## src/rtl/tlc_sensor_if_if.sv

```systemverilog
// ---------------------------------------------------------------------------
// tlc_sensor_if_if
// Bundles the car-sensor front end's pin, LED and request signals.
//   F_RAW, H_RAW : raw asynchronous car detector pins (farm, highway)
//   LED_IN[7:0]  : controller LED bus; only bits [6:0] carry meaning
//   FS, HS       : latched car requests toward the controller
//   F_ACK, H_ACK : one-cycle pulses when a request is cleared by service
//   F_WAIT, H_WAIT [7:0] : request wait counters, present only when
//                  TLC_SENSOR_WAITCNT_EN is defined
// Modports:
//   slave  : the sensor front end (reads pins/LEDs, drives requests)
//   master : the surrounding board/controller side
// ---------------------------------------------------------------------------
interface tlc_sensor_if_if;
  logic       F_RAW;
  logic       H_RAW;
  logic [7:0] LED_IN;
  logic       FS;
  logic       HS;
  logic       F_ACK;
  logic       H_ACK;
`ifdef TLC_SENSOR_WAITCNT_EN
  logic [7:0] F_WAIT;
  logic [7:0] H_WAIT;

  modport slave (
    input  F_RAW, H_RAW, LED_IN,
    output FS, HS, F_ACK, H_ACK, F_WAIT, H_WAIT
  );

  modport master (
    output F_RAW, H_RAW, LED_IN,
    input  FS, HS, F_ACK, H_ACK, F_WAIT, H_WAIT
  );
`else
  modport slave (
    input  F_RAW, H_RAW, LED_IN,
    output FS, HS, F_ACK, H_ACK
  );

  modport master (
    output F_RAW, H_RAW, LED_IN,
    input  FS, HS, F_ACK, H_ACK
  );
`endif
endinterface

```

## src/rtl/tlc_sensor_if.sv

```systemverilog
// ---------------------------------------------------------------------------
// tlc_sensor_if
// Car-sensor front end for the traffic light controller. Each road (farm,
// highway) has an independent channel: two-flop synchronizer, debounce
// counter, and a request latch that sets on a debounced rising edge and
// clears (with a one-cycle acknowledge) once the controller LEDs show that
// road being served.
// Ports:
//   MCLK  : system clock, rising edge
//   RESET : asynchronous active-high reset, clears every flop
//   bus   : tlc_sensor_if_if.slave (F_RAW, H_RAW, LED_IN in;
//           FS, HS, F_ACK, H_ACK out; F_WAIT, H_WAIT out when enabled)
// Optional feature macro: TLC_SENSOR_WAITCNT_EN adds saturating 8-bit wait
// counters per road (cleared on set, count while requesting, hold after).
// Channel index 0 = farm road, 1 = highway.
// ---------------------------------------------------------------------------
module tlc_sensor_if #(
  parameter int unsigned DEB_CYCLES = 2,
  parameter logic [6:0]  F_SRV_MASK = 7'h7F,
  parameter logic [6:0]  F_SRV_VAL  = 7'b1000001,
  parameter logic [6:0]  H_SRV_MASK = 7'h7F,
  parameter logic [6:0]  H_SRV_VAL  = 7'b0010100
) (
  input logic            MCLK,
  input logic            RESET,
  tlc_sensor_if_if.slave bus
);

  localparam int unsigned CW = $clog2(DEB_CYCLES) + 1;
  localparam logic [CW-1:0] CNT_LAST = CW'(DEB_CYCLES - 1);

  logic [1:0]         raw_s;
  logic [1:0]         srv_s;
  logic [1:0]         set_s;
  logic [1:0]         serve_s;
  logic               led_unused;

  logic [1:0]         s1_q, s1_d;
  logic [1:0]         s2_q, s2_d;
  logic [1:0]         deb_q, deb_d;
  logic [1:0][CW-1:0] cnt_q, cnt_d;
  logic [1:0]         req_q, req_d;
  logic [1:0]         ack_q, ack_d;
`ifdef TLC_SENSOR_WAITCNT_EN
  logic [1:0][7:0]    wait_q, wait_d;
`endif

  assign raw_s      = {bus.H_RAW, bus.F_RAW};
  // LED bit 7 has no meaning for service detection
  assign led_unused = bus.LED_IN[7];
  assign srv_s[0]   = ((bus.LED_IN[6:0] & F_SRV_MASK) == F_SRV_VAL);
  assign srv_s[1]   = ((bus.LED_IN[6:0] & H_SRV_MASK) == H_SRV_VAL);

  // Next-state logic for both channels: sync, debounce, request latch
  always_comb begin
    s1_d    = raw_s;
    s2_d    = s1_q;
    deb_d   = deb_q;
    cnt_d   = cnt_q;
    req_d   = req_q;
    ack_d   = 2'b00;
    set_s   = 2'b00;
    serve_s = 2'b00;
`ifdef TLC_SENSOR_WAITCNT_EN
    wait_d  = wait_q;
`endif
    for (int ch = 0; ch < 2; ch++) begin
      // Any bounce back to the debounced level restarts the qualification
      if (s2_q[ch] == deb_q[ch]) begin
        cnt_d[ch] = '0;
      end else if (cnt_q[ch] == CNT_LAST) begin
        deb_d[ch] = s2_q[ch];
        cnt_d[ch] = '0;
      end else begin
        cnt_d[ch] = cnt_q[ch] + {{(CW-1){1'b0}}, 1'b1};
      end

      set_s[ch]   = ~deb_q[ch] & deb_d[ch];
      serve_s[ch] = req_q[ch] & srv_s[ch];

      // A fresh car on the serve edge keeps the request alive, no ack
      if (set_s[ch]) begin
        req_d[ch] = 1'b1;
      end else if (serve_s[ch]) begin
        req_d[ch] = 1'b0;
        ack_d[ch] = 1'b1;
      end else begin
        req_d[ch] = req_q[ch];
      end

`ifdef TLC_SENSOR_WAITCNT_EN
      if (set_s[ch]) begin
        wait_d[ch] = 8'd0;
      end else if (req_q[ch] && (wait_q[ch] != 8'd255)) begin
        wait_d[ch] = wait_q[ch] + 8'd1;
      end else begin
        wait_d[ch] = wait_q[ch];
      end
`endif
    end
  end

  // State registers with asynchronous clear
  always_ff @(posedge MCLK or posedge RESET) begin
    if (RESET) begin
      s1_q   <= 2'b00;
      s2_q   <= 2'b00;
      deb_q  <= 2'b00;
      cnt_q  <= '0;
      req_q  <= 2'b00;
      ack_q  <= 2'b00;
`ifdef TLC_SENSOR_WAITCNT_EN
      wait_q <= '0;
`endif
    end else begin
      s1_q   <= s1_d;
      s2_q   <= s2_d;
      deb_q  <= deb_d;
      cnt_q  <= cnt_d;
      req_q  <= req_d;
      ack_q  <= ack_d;
`ifdef TLC_SENSOR_WAITCNT_EN
      wait_q <= wait_d;
`endif
    end
  end

  assign bus.FS    = req_q[0];
  assign bus.HS    = req_q[1];
  assign bus.F_ACK = ack_q[0];
  assign bus.H_ACK = ack_q[1];
`ifdef TLC_SENSOR_WAITCNT_EN
  assign bus.F_WAIT = wait_q[0];
  assign bus.H_WAIT = wait_q[1];
`endif

endmodule
```

## src/flat_wrapper.sv

```systemverilog
// flat-port wrapper written by rule: the top's interface ports become plain ports
module tlc_sensor_if_flat 
#(
  parameter int unsigned DEB_CYCLES = 2,
  parameter logic [6:0]  F_SRV_MASK = 7'h7F,
  parameter logic [6:0]  F_SRV_VAL  = 7'b1000001,
  parameter logic [6:0]  H_SRV_MASK = 7'h7F,
  parameter logic [6:0]  H_SRV_VAL  = 7'b0010100
)
  (MCLK, RESET, bus_F_RAW, bus_H_RAW, bus_LED_IN, bus_FS, bus_HS, bus_F_ACK, bus_H_ACK);
  tlc_sensor_if_if bus_i ();
  input logic MCLK;
  input logic RESET;
  input wire logic [$bits(bus_i.F_RAW)-1:0] bus_F_RAW;
  input wire logic [$bits(bus_i.H_RAW)-1:0] bus_H_RAW;
  input wire logic [$bits(bus_i.LED_IN)-1:0] bus_LED_IN;
  output wire logic [$bits(bus_i.FS)-1:0] bus_FS;
  output wire logic [$bits(bus_i.HS)-1:0] bus_HS;
  output wire logic [$bits(bus_i.F_ACK)-1:0] bus_F_ACK;
  output wire logic [$bits(bus_i.H_ACK)-1:0] bus_H_ACK;
  assign bus_i.F_RAW = bus_F_RAW;
  assign bus_i.H_RAW = bus_H_RAW;
  assign bus_i.LED_IN = bus_LED_IN;
  assign bus_FS = bus_i.FS;
  assign bus_HS = bus_i.HS;
  assign bus_F_ACK = bus_i.F_ACK;
  assign bus_H_ACK = bus_i.H_ACK;
  tlc_sensor_if #(.DEB_CYCLES(DEB_CYCLES), .F_SRV_MASK(F_SRV_MASK), .F_SRV_VAL(F_SRV_VAL), .H_SRV_MASK(H_SRV_MASK), .H_SRV_VAL(H_SRV_VAL)) u_core (.MCLK(MCLK), .RESET(RESET), .bus(bus_i));
endmodule
```

## config.mk

```make
export PLATFORM = sky130hd
export DESIGN_NAME = tlc_sensor_if_flat
export DESIGN_NICKNAME = d
export VERILOG_FILES = /design/src/rtl/tlc_sensor_if_if.sv /design/src/rtl/tlc_sensor_if.sv /design/src/flat_wrapper.sv
export SDC_FILE = /design/constraint.sdc
export NUM_CORES = 1
export LEC_CHECK = 0
export BUFFER_PORTS_ARGS = -buffer_cell sky130_fd_sc_hd__buf_4
export CAP_MARGIN = 20
export CORE_MARGIN = 10
export CORE_UTILIZATION = 39
export DETAILED_ROUTE_END_ITERATION = 8
export PLACE_DENSITY = 0.69
export SYNTH_ARGS = -nofsm -noshare
export SYNTH_HDL_FRONTEND = slang
export SYNTH_SLANG_ARGS = --single-unit
export TNS_END_PERCENT = 1
```

## constraint.sdc

```tcl
create_clock -name MCLK -period 1.33 [get_ports MCLK]
set_input_delay 0.266 -clock MCLK [delete_from_list [all_inputs] [get_ports MCLK]]
set_output_delay 0.266 -clock MCLK [all_outputs]
set_load 0.02 [all_outputs]
```

==> results.md <==
* Outcome: finished, final reports clean
* Max-slew violations at 0
* Post-synth net total at 48
* Register area share after synthesis at 64.1%
* Via density at between 4 and 5
* Kind of critical path: reg2out
* Via count at 322
* Area of the core at ~1300 µm²
* Final setup violation count at 0
* Clock skew at 0.00586 ns
* FF-to-FF path depth at 2
* Leakage power at between 0.3 and 0.4 nW
* Power, Total at 1.20 mW
* Detail Route Antenna Nets at 0
* Post-CTS setup buffers at 0
* Total length of routed met2 wires at 336 µm
* Register-to-Register Setup Slack at 0.36 ns
* Post-layout util at 53.7%
* Site Rows at 13
* GRT Resource Usage Total at 5.81%
* Number of global-route vias before repair at roughly 360
* I/O pins at 16
* Post-route cell area at 707 µm²
* Layout cells sized above 1 at 48.1%
* Die height at 57.4 µm
* Worst-path clk slew at 0.09 ns
* Worst-path cell chain: buf_4
* Achievable frequency at around 900 MHz
* Grt total ovfl at 0
* Initial antenna violation count at 0
* Routability cong. at 0.645
* H-Tree Depth at 1
* TritonCTS buffer count at 3
* Yosys top cell area share at 64.1%
* Fin. Hold Viols at 0
* Post-synthesis cell area at 547 µm²
* Fillers at 110
* Synth area leader: dfrtp_1
* Syn avg cell area at 15.2 µm²
* Total wire length at 897 µm
* R2r endpoint: u_core.deb_q[1]
* CTS Buffer Depth at 2
* Slowest cell on crit path: dfrtp_1
* Post-CTS Hold Buffers at 0
* TritonCTS clock tree: built
* Rel. slew slack at 65.4%
* ANT cells at 0
* Initial Utilization at 41.5%
* Die W at 57.4 µm
* Post-synthesis xor/xnor area fraction at under 10%
* Final TNS setup at 0 ns
* CP required at 1.06 ns
* Minimum clock period at 1.11 ns
* Worst slew pin tran at between 0.5 and 0.6 ns
* Mux cell area share after synthesis at 4.12%
* Hold Crit Class: in2async
* Final worst-path cycle share at 83.4%
* Worst hold slack at 0.0177 ns
* Synth Area in Compound Gates at 2.75%
* Number of port buffers at 14
* Synth Area in Adders at 0%
* Pre-antenna DRT Iters at 4
* Die area at 3300 µm²
* Area Growth Syn to Fin at 29.3%
* Post-place instance area at 671 µm²
* Most instantiated cells after synthesis: 14 x dfrtp_1, 3 x nor3b_2
* Critical Path Max Stage Delay at ~0.40 ns
* Routed WL per cell at around 13 µm
* Worst-path maximum fanout at 3
* Max-Cap Viols at 0
* Total clock sinks at 14
* Crit. End Element: primary output
* Top layer reached by signal wires: met3
* Critical path arrival at ~0.84 ns
* # DRC at 0
* Most frequent cell after synthesis: dfrtp_1
* Yosys reg bits at 14
* First-pass GRT wire length at 1490 µm
* Final nets at 67
* Synth warn at 0
* FFs w/ async S/R, synth at 100%
* Worst Setup Start Kind: flip-flop
* Clock Tree Root: clkbuf_4
* Pwr dens at 1690 nW/µm²
* Pin count of the biggest net entering global routing at 15
* Synth Instances at 36
* Cts repair resizes at 0
* EDFF count, synth at 0
* Post-Route M1 WL at approximately 460 µm
* Simple-Gate Fraction of Synth Area at between 20% and 30%
* Crit path max-delay family: flip-flops
* Bufs and invs on worst path at 1
* Top_reg_cell synth: dfrtp_1
* Clock Latency Late Sink at 0.27 ns
* DR iter-0 viols at 2
* Unique masters post-synth at 15
* Met3 wire len at approximately 100 µm
* Max VDD drop at 791 µV
* Area contributors post-synth: dfrtp_1 64%, nor3b_2 6.9%, and4bb_1 4.6%, mux2_2 4.1%, xnor2_1 3.2%
* Critical R2R Launch: u_core.cnt_q[3]
* Main combinational cell family by area after synthesis: simple AND/OR/NAND/NOR gates
* RSZ-0062 raised after global routing: no
## cell usage in the layout (no fill, tap or decap)
cell type / Yosys / routed
nor3b_2: 3 / 3
nand2b_1: 1 / 1
buf_4: 0 / 14
dfrtp_1: 14 / 14
and4bb_1: 2 / 2
nor2_2: 1 / 1
inv_1: 1 / 1
mux2_2: 2 / 2
and2_1: 2 / 2
nor3_4: 1 / 1
nor2_1: 1 / 1
and3b_1: 1 / 1
xnor2_1: 2 / 2
nand2_1: 2 / 2
clkbuf_8: 0 / 1
nor2b_4: 1 / 1
clkbuf_4: 0 / 3
a21o_1: 2 / 2
## routing by layer
metal | track usage, % | vias up
li1 | - | 158
met1 | 7.08 | 150
met4 | 2.01 | 0
met2 | 8.13 | 14
met5 | 0 | -
met3 | 3.54 | 0
## how the worst max path moves through the flow
stage / startpoint / to / slack, ns / cells after the start
finish: u_core.req_q[1] / bus_HS / 0.22 / 1
global route: u_core.req_q[1] / bus_HS / 0.19 / 1
CTS: u_core.req_q[1] / bus_HS / 0.21 / 1
detailed placement: bus_LED_IN[6] / u_core.req_q[1] / 0.31 / 4
global placement: bus_LED_IN[6] / u_core.req_q[1] / 0.33 / 4
floorplan: u_core.cnt_q[3] / u_core.deb_q[1] / 0.40 / 2
## report_power, final
group          internal (mW)  total [mW]  switching (mW)
Sequential             0.518       0.587          0.0690
Clock                  0.166       0.301           0.135
Combinational          0.179       0.310           0.131
Total                  0.863        1.20           0.335
## cells by family (layout without fill, tap and decap cells)
family | count (synthesis) | in the layout
simple gates | 15 | 15
xor+xnor | 2 | 2
flops | 14 | 14
compound gates | 2 | 2
mux | 2 | 2
buf+inv | 1 | 19
## cell type report
cell class / count / area, µm² / area share, %
sequential: 14 / 350 / 49.6
multi-input combinational: 21 / 193 / 27.3
timing repair buffer: 14 / 105 / 14.9
clock buffer: 4 / 36.3 / 5.13
tap: 15 / 18.8 / 2.65
inverter: 1 / 3.75 / 0.531
## state kept, by name, indices dropped and copies added, names as in the netlist
| name | cells |
|---|---|
| u_core.deb_q | 2 |
| u_core.s2_q | 2 |
| u_core.req_q | 2 |
| u_core.s1_q | 2 |
| u_core.ack_q | 2 |
| u_core.cnt_q | 4 |
## stage by stage
stage | setup WS [ns] | instances
floorplan | 0.401 | 36
global placement | 0.330 | 65
detailed placement | 0.313 | 65
CTS | 0.208 | 69
global route | 0.193 | 69
finish | 0.221 | 69
(Power assumes the default switching activity.)
